<file path="config.mk">
export PLATFORM = sky130hd
export DESIGN_NAME = memory_data_arbiter_flat
export DESIGN_NICKNAME = d
export VERILOG_FILES = /design/src/rtl/memory_data_arbiter_pkg.sv /design/src/rtl/memory_data_arbiter_if.sv /design/src/rtl/memory_data_arbiter_rr_arbiter2.sv /design/src/rtl/memory_data_arbiter.sv /design/src/flat_wrapper.sv
export SDC_FILE = /design/constraint.sdc
export NUM_CORES = 1
export LEC_CHECK = 0
export ABC_AREA = 0
export BUFFER_PORTS_ARGS = -buffer_cell sky130_fd_sc_hd__buf_2
export CAP_MARGIN = 20
export CORE_AREA = 2 2 92 94
export CTS_CLUSTER_SIZE = 8
export DETAILED_ROUTE_END_ITERATION = 10
export DIE_AREA = 0 0 94 96
export MAX_ROUTING_LAYER = met4
export PLACE_DENSITY = 0.77
export SYNTH_ARGS = -nofsm -noshare
export SYNTH_HDL_FRONTEND = slang
export SYNTH_SLANG_ARGS = --single-unit
export TNS_END_PERCENT = 10
</file>
<file path="constraint.sdc">
create_clock -name clk -period 4.42 [get_ports clk]
set_clock_uncertainty 0.05 [all_clocks]
set_input_delay 0.442 -clock clk [delete_from_list [all_inputs] [get_ports clk]]
set_output_delay 0.442 -clock clk [all_outputs]
set_load 0.01 [all_outputs]
</file>
<file path="src/rtl/memory_data_arbiter_pkg.sv">
// Shared widths, state encoding and port-index constants for the data memory arbiter.
package memory_data_arbiter_pkg;

  localparam int MEM_ADDR      = 8;
  localparam int MEM_DATA_ADDR = MEM_ADDR;
  localparam int LEN_REG       = 32;
  localparam int LOCK_W        = 8;

  localparam logic PORT0 = 1'b0;
  localparam logic PORT1 = 1'b1;

  typedef enum logic [1:0] {
    ST_IDLE   = 2'd0,
    ST_LOCKED = 2'd1
  } arb_state_t;

  // The port that is not p; used to hand priority to the non-owner.
  function automatic logic other_port(input logic p);
    return (p == PORT0) ? PORT1 : PORT0;
  endfunction

endpackage

</file>
<file path="src/rtl/memory_data_arbiter_if.sv">
// Requester and memory-pin bundle. Handshake: an access completes in the cycle
// where rN_req && rN_gnt; the requester holds req/we/lock/addr/wdata stable until
// granted, and gnt never asserts without req. rN_rvalid is a one-cycle pulse one
// cycle after a granted read, with rN_rdata meaningful only while it is high.
interface memory_data_arbiter_if;
  import memory_data_arbiter_pkg::*;

  logic                r0_req;
  logic                r0_we;
  logic                r0_lock;
  logic [MEM_ADDR-1:0] r0_addr;
  logic [LEN_REG-1:0]  r0_wdata;
  logic                r0_gnt;
  logic                r0_rvalid;
  logic [LEN_REG-1:0]  r0_rdata;

  logic                r1_req;
  logic                r1_we;
  logic                r1_lock;
  logic [MEM_ADDR-1:0] r1_addr;
  logic [LEN_REG-1:0]  r1_wdata;
  logic                r1_gnt;
  logic                r1_rvalid;
  logic [LEN_REG-1:0]  r1_rdata;

  logic [MEM_ADDR-1:0] mem_A;
  logic                mem_W;
  logic [LEN_REG-1:0]  mem_D;
  logic [LEN_REG-1:0]  mem_Q;

  modport slave (
    input  r0_req, r0_we, r0_lock, r0_addr, r0_wdata,
    input  r1_req, r1_we, r1_lock, r1_addr, r1_wdata,
    input  mem_Q,
    output r0_gnt, r0_rvalid, r0_rdata,
    output r1_gnt, r1_rvalid, r1_rdata,
    output mem_A, mem_W, mem_D
  );

  modport master (
    output r0_req, r0_we, r0_lock, r0_addr, r0_wdata,
    output r1_req, r1_we, r1_lock, r1_addr, r1_wdata,
    output mem_Q,
    input  r0_gnt, r0_rvalid, r0_rdata,
    input  r1_gnt, r1_rvalid, r1_rdata,
    input  mem_A, mem_W, mem_D
  );

endinterface

</file>
<file path="src/rtl/memory_data_arbiter_rr_arbiter2.sv">
// Two-way round-robin grant with a per-port mask and a one-cycle priority override.
module rr_arbiter2
  import memory_data_arbiter_pkg::*;
(
  input  logic       clk,
  input  logic       rst,
  input  logic [1:0] req_i,
  input  logic [1:0] mask_i,
  input  logic       prio_force_i,
  input  logic       prio_port_i,
  output logic [1:0] gnt_o,
  output logic       win_o
);

  logic       ptr_q;
  logic       ptr_d;
  logic       prio;
  logic [1:0] eff_req;

  assign eff_req = req_i & mask_i;
  assign prio    = prio_force_i ? prio_port_i : ptr_q;

  // Single eligible requester wins outright; a tie goes to the priority port.
  always_comb begin
    gnt_o = eff_req;
    if (eff_req == 2'b11) gnt_o = (prio == PORT1) ? 2'b10 : 2'b01;
  end

  assign win_o = gnt_o[1];

  // After any grant the other port gets priority; a forced override sticks if unused.
  always_comb begin
    ptr_d = ptr_q;
    if (|gnt_o)            ptr_d = other_port(win_o);
    else if (prio_force_i) ptr_d = prio_port_i;
  end

  // Priority pointer register.
  always_ff @(posedge clk or posedge rst) begin
    if (rst) ptr_q <= PORT0;
    else     ptr_q <= ptr_d;
  end

endmodule

</file>
<file path="src/rtl/memory_data_arbiter.sv">
// Shares one single-port synchronous data memory between the CPU LSU (port 0)
// and the debug/DMA loader (port 1): round-robin arbitration, bounded atomic
// lock, and one-cycle read-return routing.
module memory_data_arbiter
  import memory_data_arbiter_pkg::*;
#(
  parameter int LOCK_MAX = 8
) (
  input  logic              clk,
  input  logic              rst,
  memory_data_arbiter_if.slave bus,
  output arb_state_t        dbg_state_o,
  output logic              dbg_owner_o,
  output logic [LOCK_W-1:0] dbg_lock_cnt_o
);

  localparam logic [LOCK_W-1:0] LOCK_LIMIT = LOCK_W'(LOCK_MAX);

  arb_state_t          state_q;
  logic                owner_q;
  logic [LOCK_W-1:0]   cnt_q;
  logic                rvalid_q;
  logic                rtag_q;
  logic [MEM_ADDR-1:0] mem_a_q;
  logic [LEN_REG-1:0]  mem_d_q;

  logic [1:0]          req;
  logic [1:0]          mask;
  logic [1:0]          gnt;
  logic                win;
  logic                any_gnt;
  logic                locked;
  logic                force_rel;
  logic                hold_lock;
  logic                win_we;
  logic                win_lock;
  logic [MEM_ADDR-1:0] win_addr;
  logic [LEN_REG-1:0]  win_wdata;
  logic                owner_req;
  logic                owner_lock;

  assign req       = {bus.r1_req, bus.r0_req};
  assign locked    = (state_q == ST_LOCKED);
  // Once the counter reaches the limit the cycle arbitrates as IDLE, non-owner first.
  assign force_rel = locked && (cnt_q >= LOCK_LIMIT);
  assign hold_lock = locked && !force_rel;

  // Eligible ports: none while in reset, only the owner while the lock holds.
  always_comb begin
    mask = 2'b11;
    if (rst)            mask = 2'b00;
    else if (hold_lock) mask = (owner_q == PORT1) ? 2'b10 : 2'b01;
  end

  rr_arbiter2 u_rr (
    .clk          (clk),
    .rst          (rst),
    .req_i        (req),
    .mask_i       (mask),
    .prio_force_i (force_rel),
    .prio_port_i  (other_port(owner_q)),
    .gnt_o        (gnt),
    .win_o        (win)
  );

  assign any_gnt    = |gnt;
  assign win_we     = win ? bus.r1_we    : bus.r0_we;
  assign win_lock   = win ? bus.r1_lock  : bus.r0_lock;
  assign win_addr   = win ? bus.r1_addr  : bus.r0_addr;
  assign win_wdata  = win ? bus.r1_wdata : bus.r0_wdata;
  assign owner_req  = owner_q ? bus.r1_req  : bus.r0_req;
  assign owner_lock = owner_q ? bus.r1_lock : bus.r0_lock;

  // Lock FSM: enter on a locked grant, count every locked cycle, release on
  // unlock, owner drop-out or limit reached.
  always_ff @(posedge clk or posedge rst) begin
    if (rst) begin
      state_q <= ST_IDLE;
      owner_q <= PORT0;
      cnt_q   <= '0;
    end else if (hold_lock) begin
      if (!owner_req || !owner_lock) begin
        state_q <= ST_IDLE;
        cnt_q   <= '0;
      end else begin
        cnt_q   <= cnt_q + 1'b1;
      end
    end else if (any_gnt && win_lock) begin
      state_q <= ST_LOCKED;
      owner_q <= win;
      cnt_q   <= LOCK_W'(1);
    end else begin
      state_q <= ST_IDLE;
      cnt_q   <= '0;
    end
  end

  // Read-return tag: one valid pulse per granted read, steered to the reader.
  always_ff @(posedge clk or posedge rst) begin
    if (rst) begin
      rvalid_q <= 1'b0;
      rtag_q   <= PORT0;
    end else begin
      rvalid_q <= any_gnt && !win_we;
      if (any_gnt && !win_we) rtag_q <= win;
    end
  end

  // Address/data hold registers so the memory pins stay quiet when nobody is granted.
  always_ff @(posedge clk or posedge rst) begin
    if (rst) begin
      mem_a_q <= '0;
      mem_d_q <= '0;
    end else if (any_gnt) begin
      mem_a_q <= win_addr;
      mem_d_q <= win_wdata;
    end
  end

  assign bus.mem_A     = any_gnt ? win_addr  : mem_a_q;
  assign bus.mem_D     = any_gnt ? win_wdata : mem_d_q;
  assign bus.mem_W     = any_gnt && win_we;

  assign bus.r0_gnt    = gnt[0];
  assign bus.r1_gnt    = gnt[1];
  assign bus.r0_rvalid = rvalid_q && (rtag_q == PORT0);
  assign bus.r1_rvalid = rvalid_q && (rtag_q == PORT1);
  assign bus.r0_rdata  = bus.mem_Q;
  assign bus.r1_rdata  = bus.mem_Q;

  assign dbg_state_o    = state_q;
  assign dbg_owner_o    = owner_q;
  assign dbg_lock_cnt_o = cnt_q;

endmodule
</file>
<file path="src/flat_wrapper.sv">
// flat-port wrapper written by rule: the top's interface ports become plain ports
module memory_data_arbiter_flat import memory_data_arbiter_pkg::*;
#(
  parameter int LOCK_MAX = 8
)
  (clk, rst, dbg_state_o, dbg_owner_o, dbg_lock_cnt_o, bus_r0_req, bus_r0_we, bus_r0_lock, bus_r0_addr, bus_r0_wdata, bus_r1_req, bus_r1_we, bus_r1_lock, bus_r1_addr, bus_r1_wdata, bus_mem_Q, bus_r0_gnt, bus_r0_rvalid, bus_r0_rdata, bus_r1_gnt, bus_r1_rvalid, bus_r1_rdata, bus_mem_A, bus_mem_W, bus_mem_D);
  memory_data_arbiter_if bus_i ();
  input  logic clk;
  input  logic rst;
  output arb_state_t dbg_state_o;
  output logic dbg_owner_o;
  output logic [LOCK_W-1:0] dbg_lock_cnt_o;
  input wire logic [$bits(bus_i.r0_req)-1:0] bus_r0_req;
  input wire logic [$bits(bus_i.r0_we)-1:0] bus_r0_we;
  input wire logic [$bits(bus_i.r0_lock)-1:0] bus_r0_lock;
  input wire logic [$bits(bus_i.r0_addr)-1:0] bus_r0_addr;
  input wire logic [$bits(bus_i.r0_wdata)-1:0] bus_r0_wdata;
  input wire logic [$bits(bus_i.r1_req)-1:0] bus_r1_req;
  input wire logic [$bits(bus_i.r1_we)-1:0] bus_r1_we;
  input wire logic [$bits(bus_i.r1_lock)-1:0] bus_r1_lock;
  input wire logic [$bits(bus_i.r1_addr)-1:0] bus_r1_addr;
  input wire logic [$bits(bus_i.r1_wdata)-1:0] bus_r1_wdata;
  input wire logic [$bits(bus_i.mem_Q)-1:0] bus_mem_Q;
  output wire logic [$bits(bus_i.r0_gnt)-1:0] bus_r0_gnt;
  output wire logic [$bits(bus_i.r0_rvalid)-1:0] bus_r0_rvalid;
  output wire logic [$bits(bus_i.r0_rdata)-1:0] bus_r0_rdata;
  output wire logic [$bits(bus_i.r1_gnt)-1:0] bus_r1_gnt;
  output wire logic [$bits(bus_i.r1_rvalid)-1:0] bus_r1_rvalid;
  output wire logic [$bits(bus_i.r1_rdata)-1:0] bus_r1_rdata;
  output wire logic [$bits(bus_i.mem_A)-1:0] bus_mem_A;
  output wire logic [$bits(bus_i.mem_W)-1:0] bus_mem_W;
  output wire logic [$bits(bus_i.mem_D)-1:0] bus_mem_D;
  assign bus_i.r0_req = bus_r0_req;
  assign bus_i.r0_we = bus_r0_we;
  assign bus_i.r0_lock = bus_r0_lock;
  assign bus_i.r0_addr = bus_r0_addr;
  assign bus_i.r0_wdata = bus_r0_wdata;
  assign bus_i.r1_req = bus_r1_req;
  assign bus_i.r1_we = bus_r1_we;
  assign bus_i.r1_lock = bus_r1_lock;
  assign bus_i.r1_addr = bus_r1_addr;
  assign bus_i.r1_wdata = bus_r1_wdata;
  assign bus_i.mem_Q = bus_mem_Q;
  assign bus_r0_gnt = bus_i.r0_gnt;
  assign bus_r0_rvalid = bus_i.r0_rvalid;
  assign bus_r0_rdata = bus_i.r0_rdata;
  assign bus_r1_gnt = bus_i.r1_gnt;
  assign bus_r1_rvalid = bus_i.r1_rvalid;
  assign bus_r1_rdata = bus_i.r1_rdata;
  assign bus_mem_A = bus_i.mem_A;
  assign bus_mem_W = bus_i.mem_W;
  assign bus_mem_D = bus_i.mem_D;
  memory_data_arbiter #(.LOCK_MAX(LOCK_MAX)) u_core (.clk(clk), .rst(rst), .bus(bus_i), .dbg_state_o(dbg_state_o), .dbg_owner_o(dbg_owner_o), .dbg_lock_cnt_o(dbg_lock_cnt_o));
endmodule
</file>
==> Yosys cells after proc, flatten, opt, wreduce, memory -nomap -nowiden <==
Index checks and enable logic that the tools add are counted.
{ "op_classes": {"addsub": 1, "magnitude_cmp": 1, "n_eq_ne": 3, "muxes": 23, "n_bitwise": 3, "n_reduce_logical": 14} }
{ "op_table": {"columns": ["op", "n"], "rows": [
  ["$mux W32", 2],
  ["$mux W8", 4],
  ["$mux W2", 7],
  ["$mux W1", 10],
  ["$add A8 B1 Y8 const B", 1],
  ["$ge A8 B4 Y1 const B", 1],
  ["$logic_and A1 B1 Y1", 7],
  ["$logic_not A1 Y1", 4],
  ["$and A2 B2 Y2", 1],
  ["$eq A2 B1 Y1 const B", 1],
  ["$eq A2 B2 Y1 const B", 1],
  ["$ne A2 B2 Y1 const B", 1],
  ["$not A1 Y1", 2],
  ["$reduce_and A2 Y1", 1],
  ["$reduce_or A2 Y1", 1],
  ["$logic_or A1 B1 Y1", 1]
]} }
{ "word_totals": {"register_bits": 54, "input_bits": 120, "out_inout_bits": 120} }

==> Longest topological paths before layout <==
{ "logic_depth": {"word_depth": 13, "depth_mapped": 8, "depth_no_buf": 5} }

==> Modules after synthesis <==
A second synthesis with hierarchy kept.
{ "hier_totals": {"cells_unflattened": 301, "hier_area_um2": 2967.8} }
{ "modules_own_cells": {"columns": ["mod", "instances", "cells_each", "area_per_inst_um2", "seq_area_each_um2"], "rows": [
  ["memory_data_arbiter", 1, 291, 2877.8, 1301.2],
  ["rr_arbiter2", 1, 10, 90.1, 25.0]
]} }

==> Worst setup path before layout <==
Ideal clock, no wire load.
{ "synth_path": {"path_kind": "flip-flop to output port", "startpoint": "register u_core.cnt_q[3], in the netlist u_core.dbg_lock_cnt_o[3]", "endpoint": "output bus_mem_A[0]", "t_arrival_ps": 1741, "slack_ps": 2187, "stages_incl_launch_ff": 7, "path_buffers": 2, "cell_sequence": "dfrtp_1 -> nor4_4 -> nand3_1 -> nor3b_2 -> buf_6 -> buf_6 -> a221o_1"} }
{ "synth_between": {"elab_chain_cells": 11, "word_cells_on_any_way": 14, "classes_between": "1 x order compare; 1 x eq/ne; 7 x mux; 1 x bitwise; 4 x reduce/logical"} }
{ "synth_rtl": {"columns": ["item", "line", "source"], "rows": [
  ["start, declared", "memory_data_arbiter.sv:21", "logic [LOCK_W-1:0] cnt_q;"],
  ["start signal, assigned", "memory_data_arbiter.sv:86", "cnt_q <= cnt_q + 1'b1;"],
  ["$ge A8 B4 Y1 (*)", "memory_data_arbiter.sv:45", "assign force_rel = locked && (cnt_q >= LOCK_LIMIT);"],
  ["$logic_and A1 B1 Y1 (*)", "memory_data_arbiter.sv:45", null],
  ["$logic_not A1 Y1", "memory_data_arbiter.sv:46", "assign hold_lock = locked && !force_rel;"],
  ["$logic_and A1 B1 Y1", "memory_data_arbiter.sv:46", null],
  ["$mux W2", "memory_data_arbiter.sv:52", "else if (hold_lock) mask = (owner_q == PORT1) ? 2'b10 : 2'b01;"],
  ["$mux W2", "memory_data_arbiter.sv:51", "if (rst) mask = 2'b00;"],
  ["$and A2 B2 Y2", "memory_data_arbiter_rr_arbiter2.sv:20", "assign eff_req = req_i & mask_i;"],
  ["$eq A2 B2 Y1", "memory_data_arbiter_rr_arbiter2.sv:26", "if (eff_req == 2'b11) gnt_o = (prio == PORT1) ? 2'b10 : 2'b01;"],
  ["$mux W2 (*)", "memory_data_arbiter_rr_arbiter2.sv:26", null],
  ["net bus_r1_gnt", "flat_wrapper.sv:27", "output wire logic [$bits(bus_i.r1_gnt)-1:0] bus_r1_gnt;"],
  ["$mux W8 / $reduce_or A2 Y1 (equally long branches)", "memory_data_arbiter.sv:69, memory_data_arbiter.sv:66", null],
  ["$mux W8 (*)", "memory_data_arbiter.sv:120", "assign bus.mem_A = any_gnt ? win_addr : mem_a_q;"],
  ["end, declared", "flat_wrapper.sv:30", "output wire logic [$bits(bus_i.mem_A)-1:0] bus_mem_A;"]
]} }
The timed path passes the listed nets; every way through them passes the cells marked *.

==> Final worst setup path <==
{ "layout_path": {"startpoint": "register u_core.cnt_q[3], in the netlist u_core.dbg_lock_cnt_o[3]", "endpoint": "output bus_mem_D[15]"} }
{ "layout_between": {"elab_chain_cells": 11, "word_cells_on_any_way": 14, "classes_between": "1 x order compare; 1 x eq/ne; 7 x mux; 1 x bitwise; 4 x reduce/logical"} }
{ "layout_rtl": {"columns": ["item", "line", "source"], "rows": [
  ["$ge A8 B4 Y1 (*)", "memory_data_arbiter.sv:45", null],
  ["$logic_and A1 B1 Y1 (*)", "memory_data_arbiter.sv:45", null],
  ["$logic_not A1 Y1", "memory_data_arbiter.sv:46", null],
  ["$logic_and A1 B1 Y1", "memory_data_arbiter.sv:46", null],
  ["$mux W2", "memory_data_arbiter.sv:52", null],
  ["$mux W2", "memory_data_arbiter.sv:51", null],
  ["$and A2 B2 Y2", "memory_data_arbiter_rr_arbiter2.sv:20", null],
  ["$eq A2 B2 Y1", "memory_data_arbiter_rr_arbiter2.sv:26", null],
  ["$mux W2 (*)", "memory_data_arbiter_rr_arbiter2.sv:26", null],
  ["$mux W32 / $reduce_or A2 Y1 (equally long branches)", "memory_data_arbiter.sv:70, memory_data_arbiter.sv:66", null],
  ["$mux W32 (*)", "memory_data_arbiter.sv:121", "assign bus.mem_D = any_gnt ? win_wdata : mem_d_q;"],
  ["end, declared", "flat_wrapper.sv:32", "output wire logic [$bits(bus_i.mem_D)-1:0] bus_mem_D;"]
]} }
Mark *: on every way between the ends. The rest lies on a longest branch, timed or not.

==> reports/results.txt <==
Final Util = 0.4225
count leader, synth = buf_4
Data required, critical path = 3.93 ns
largest net degree at the start of global routing = 46
CTS tree = built
non-filler instance count after layout = 457
Area growth syn-to-layout = 13.15%
Final setup viols = 0
Initial Utilization = 0.3734
worst-path maximum fanout = 23
design area = 0.003402 mm2
outcome = completed
CP delay by family, top = compound AO/OA/AOI/OAI gates
Pwr Density = 345.7 mW/mm2
r2r startpoint = u_core.dbg_lock_cnt_o[3]
vias = 2273
hold buffer count at CTS = 0
Post-Syn Instances = 275
Max Cap Viol = 0
endpoints failing hold = 0
vias in the first global route = 2231
Row Count = 33
max_slew headroom = 0.4377
die area = 0.009024 mm2
CP max-delay cell = dfrtp_1
Peak Freq = 328.8 MHz
DP HPWL = 5019 um
worst hold path type = in -> async
First-pass DRT Iterations = 4
CP cell instances = nor4_4, nand2_2, o21ai_1, a31oi_4, buf_16, a221o_1, buf_2
Setup CP Type = reg -> out
cell taking the most area after synthesis = dfrtp_1
CORE AREA = 0.008051 mm2
Hold Slack = 0.1249 ns
number of buffers and inverters on the critical path = 2
Tot Pwr = 1.176 mW
Clock Path Buffers = 2
Post-Synth Simple-Gate Area = 0.1452
worst skew pair latency = 0.30 ns
fin crit share = 0.6882
Iteration-0 DRC Markers = 92
synth cell count leaders = buf_4, dfrtp_1, nor2b_1, a221o_1, buf_6
RSZ-0062 raised after global routing = false
Final WS setup = 1.378 ns
area post-placement = 0.003278 mm2
synth unique cells = 36
Startpoint Class = flip-flop
number of remaining DRC errors = 0
largest family of logic cells by synthesized area = buffers and inverters
Compound-Gate Fraction of Synth Area = 0.1706
Peak VDD IR = 0.0001455 V
port bufs = 142
Worst setup startpoint = u_core.dbg_lock_cnt_o[3]
# clock sinks = 53
Antenna Nets Post-Route = 0
Seq cells post-synth = 53
n_diodes = 0
ys async rst share = 1.000
Placed Instances = 448
Post-Route Setup TNS = 0 ns
critical path capture point type = output port
initial antenna violation count = 0
Routed Wire Length = 6906 um
Tot GR Track Use = 0.1531
Post-Synthesis Cell Area = 0.003007 mm2
number of H-tree levels = 2
Final nets = 473
IO Count = 240
chip width = 94 um
Post-synth EDFFs = 0
synth top area cells = dfrtp_1, buf_4, a221o_1
layout cells sized above 1 = 0.4574
Max stage delay on crit path = 0.45 ns
Final min period = 3.042 ns
synthesized area per cell = 10.93 um2
DIE HEIGHT = 96 um
first-pass GRT wire length = 10570 um
CP Data Arrival Time = 2.55 ns
fillers = 791
Resized cells post-CTS = 0
Avg WL per Cell = 15.11 um
Worst Tran Pin Value = 0.8434 ns
final slew viol count = 0
yosys warns = 0
Overflow after GRT = 0
Static Leak = 1.718 nW
post-synthesis sequential area ratio = 0.4411
Synth Flop Type = dfrtp_1
Synth top area share = 0.4411
Synth Area in Adders = 0.008323
Worst-path clk slew = 0.10 ns
fraction of synthesized area in multiplexers = 0.009988
CTS buffer count = 5
Root Buffer = clkbuf_8
Post-Synth XOR/XNOR Area = 0.005826
worst reg2reg setup slack = 2.11 ns
post-place setup slack = 1.422 ns
via/cell ratio = 4.974
Post-CTS Setup Inserts = 0
Placer Congestion = 0.7793
power by group:
part	switching (mW)	total, mW	internal (mW)
registers	0.0230	0.571	0.548
logic	0.162	0.319	0.157
clock network	0.158	0.286	0.127
total	0.343	1.18	0.833
cells in the final DEF (no fill, tap or decap), types with 2 or more instances in the layout:
cell and n:
buf_2 142, dfrtp_1 53, nor2b_1 42, a221o_1 40, inv_1 6, nand2_1 6
nor2_1 6, clkbuf_8 6, nand3_1 5, conb_1 5, mux2i_1 3, a31oi_1 3
nand2b_1 2, and2_1 2, o21ai_1 2, and2b_1 2, a21oi_1 2, ha_1 2
layout make-up:
class,instances,area (um2),share of cell area
flip-flops and latches,53,1326,0.3898
multi-input cells,139,1056,0.3104
repair buffers,145,765.7,0.2251
well taps,105,131.4,0.03862
clock buffers,6,82.58,0.02427
inverters,7,26.28,0.007723
clock inverters,2,13.76,0.004046
flip-flops by register name (all words and copies together) (netlist names):
register / count
u_core.dbg_state_o: 1
u_core.dbg_lock_cnt_o: 8
u_core.mem_a_q: 8
u_core.mem_d_q: 32
u_core.rtag_q: 1
u_core.u_rr.ptr_q: 1
u_core.dbg_owner_o: 1
u_core.rvalid_q: 1
final timing paths:
check / to / cells past startpoint
min in group clk: u_core.mem_d_q[0] / 2
setup / recovery: bus_mem_D[15] / 7
max in group asynchronous: u_core.mem_d_q[17] / 3
setup reg to reg: u_core.dbg_lock_cnt_o[0] / 6
hold reg to reg: u_core.dbg_lock_cnt_o[0] / 1
hold / removal: u_core.mem_a_q[3] / 2
cells by family (layout without fill, tap and decap cells):
| logic type | count (synthesis) | count (layout) |
|---|---|---|
| mux | 3 | 3 |
| xor+xnor | 2 | 2 |
| simple gates | 71 | 71 |
| fa+ha+maj | 2 | 2 |
| buf+inv | 87 | 160 |
| flops | 53 | 53 |
| other cells | 1 | 5 |
| compound gates | 56 | 56 |
per-layer routing:
metal  share of wire  vias to the layer above  GRT usage
met4           0.043                        0    0.08937
met3           0.080                       37    0.03524
met1            0.37                     1070     0.1597
met2            0.51                      117     0.2661
met5               0                        -          -
li1                -                     1049          -
worst reg2reg max path, stage by stage, from the launching register on:
cell and delay, ns:
dfrtp_1 0.45, nor4_4 0.41, a211oi_1 0.20, nor3b_4 0.20, buf_4 0.46, mux2i_1 0.32, o32ai_1 0.10
Power figures use the tool's default switching activity.
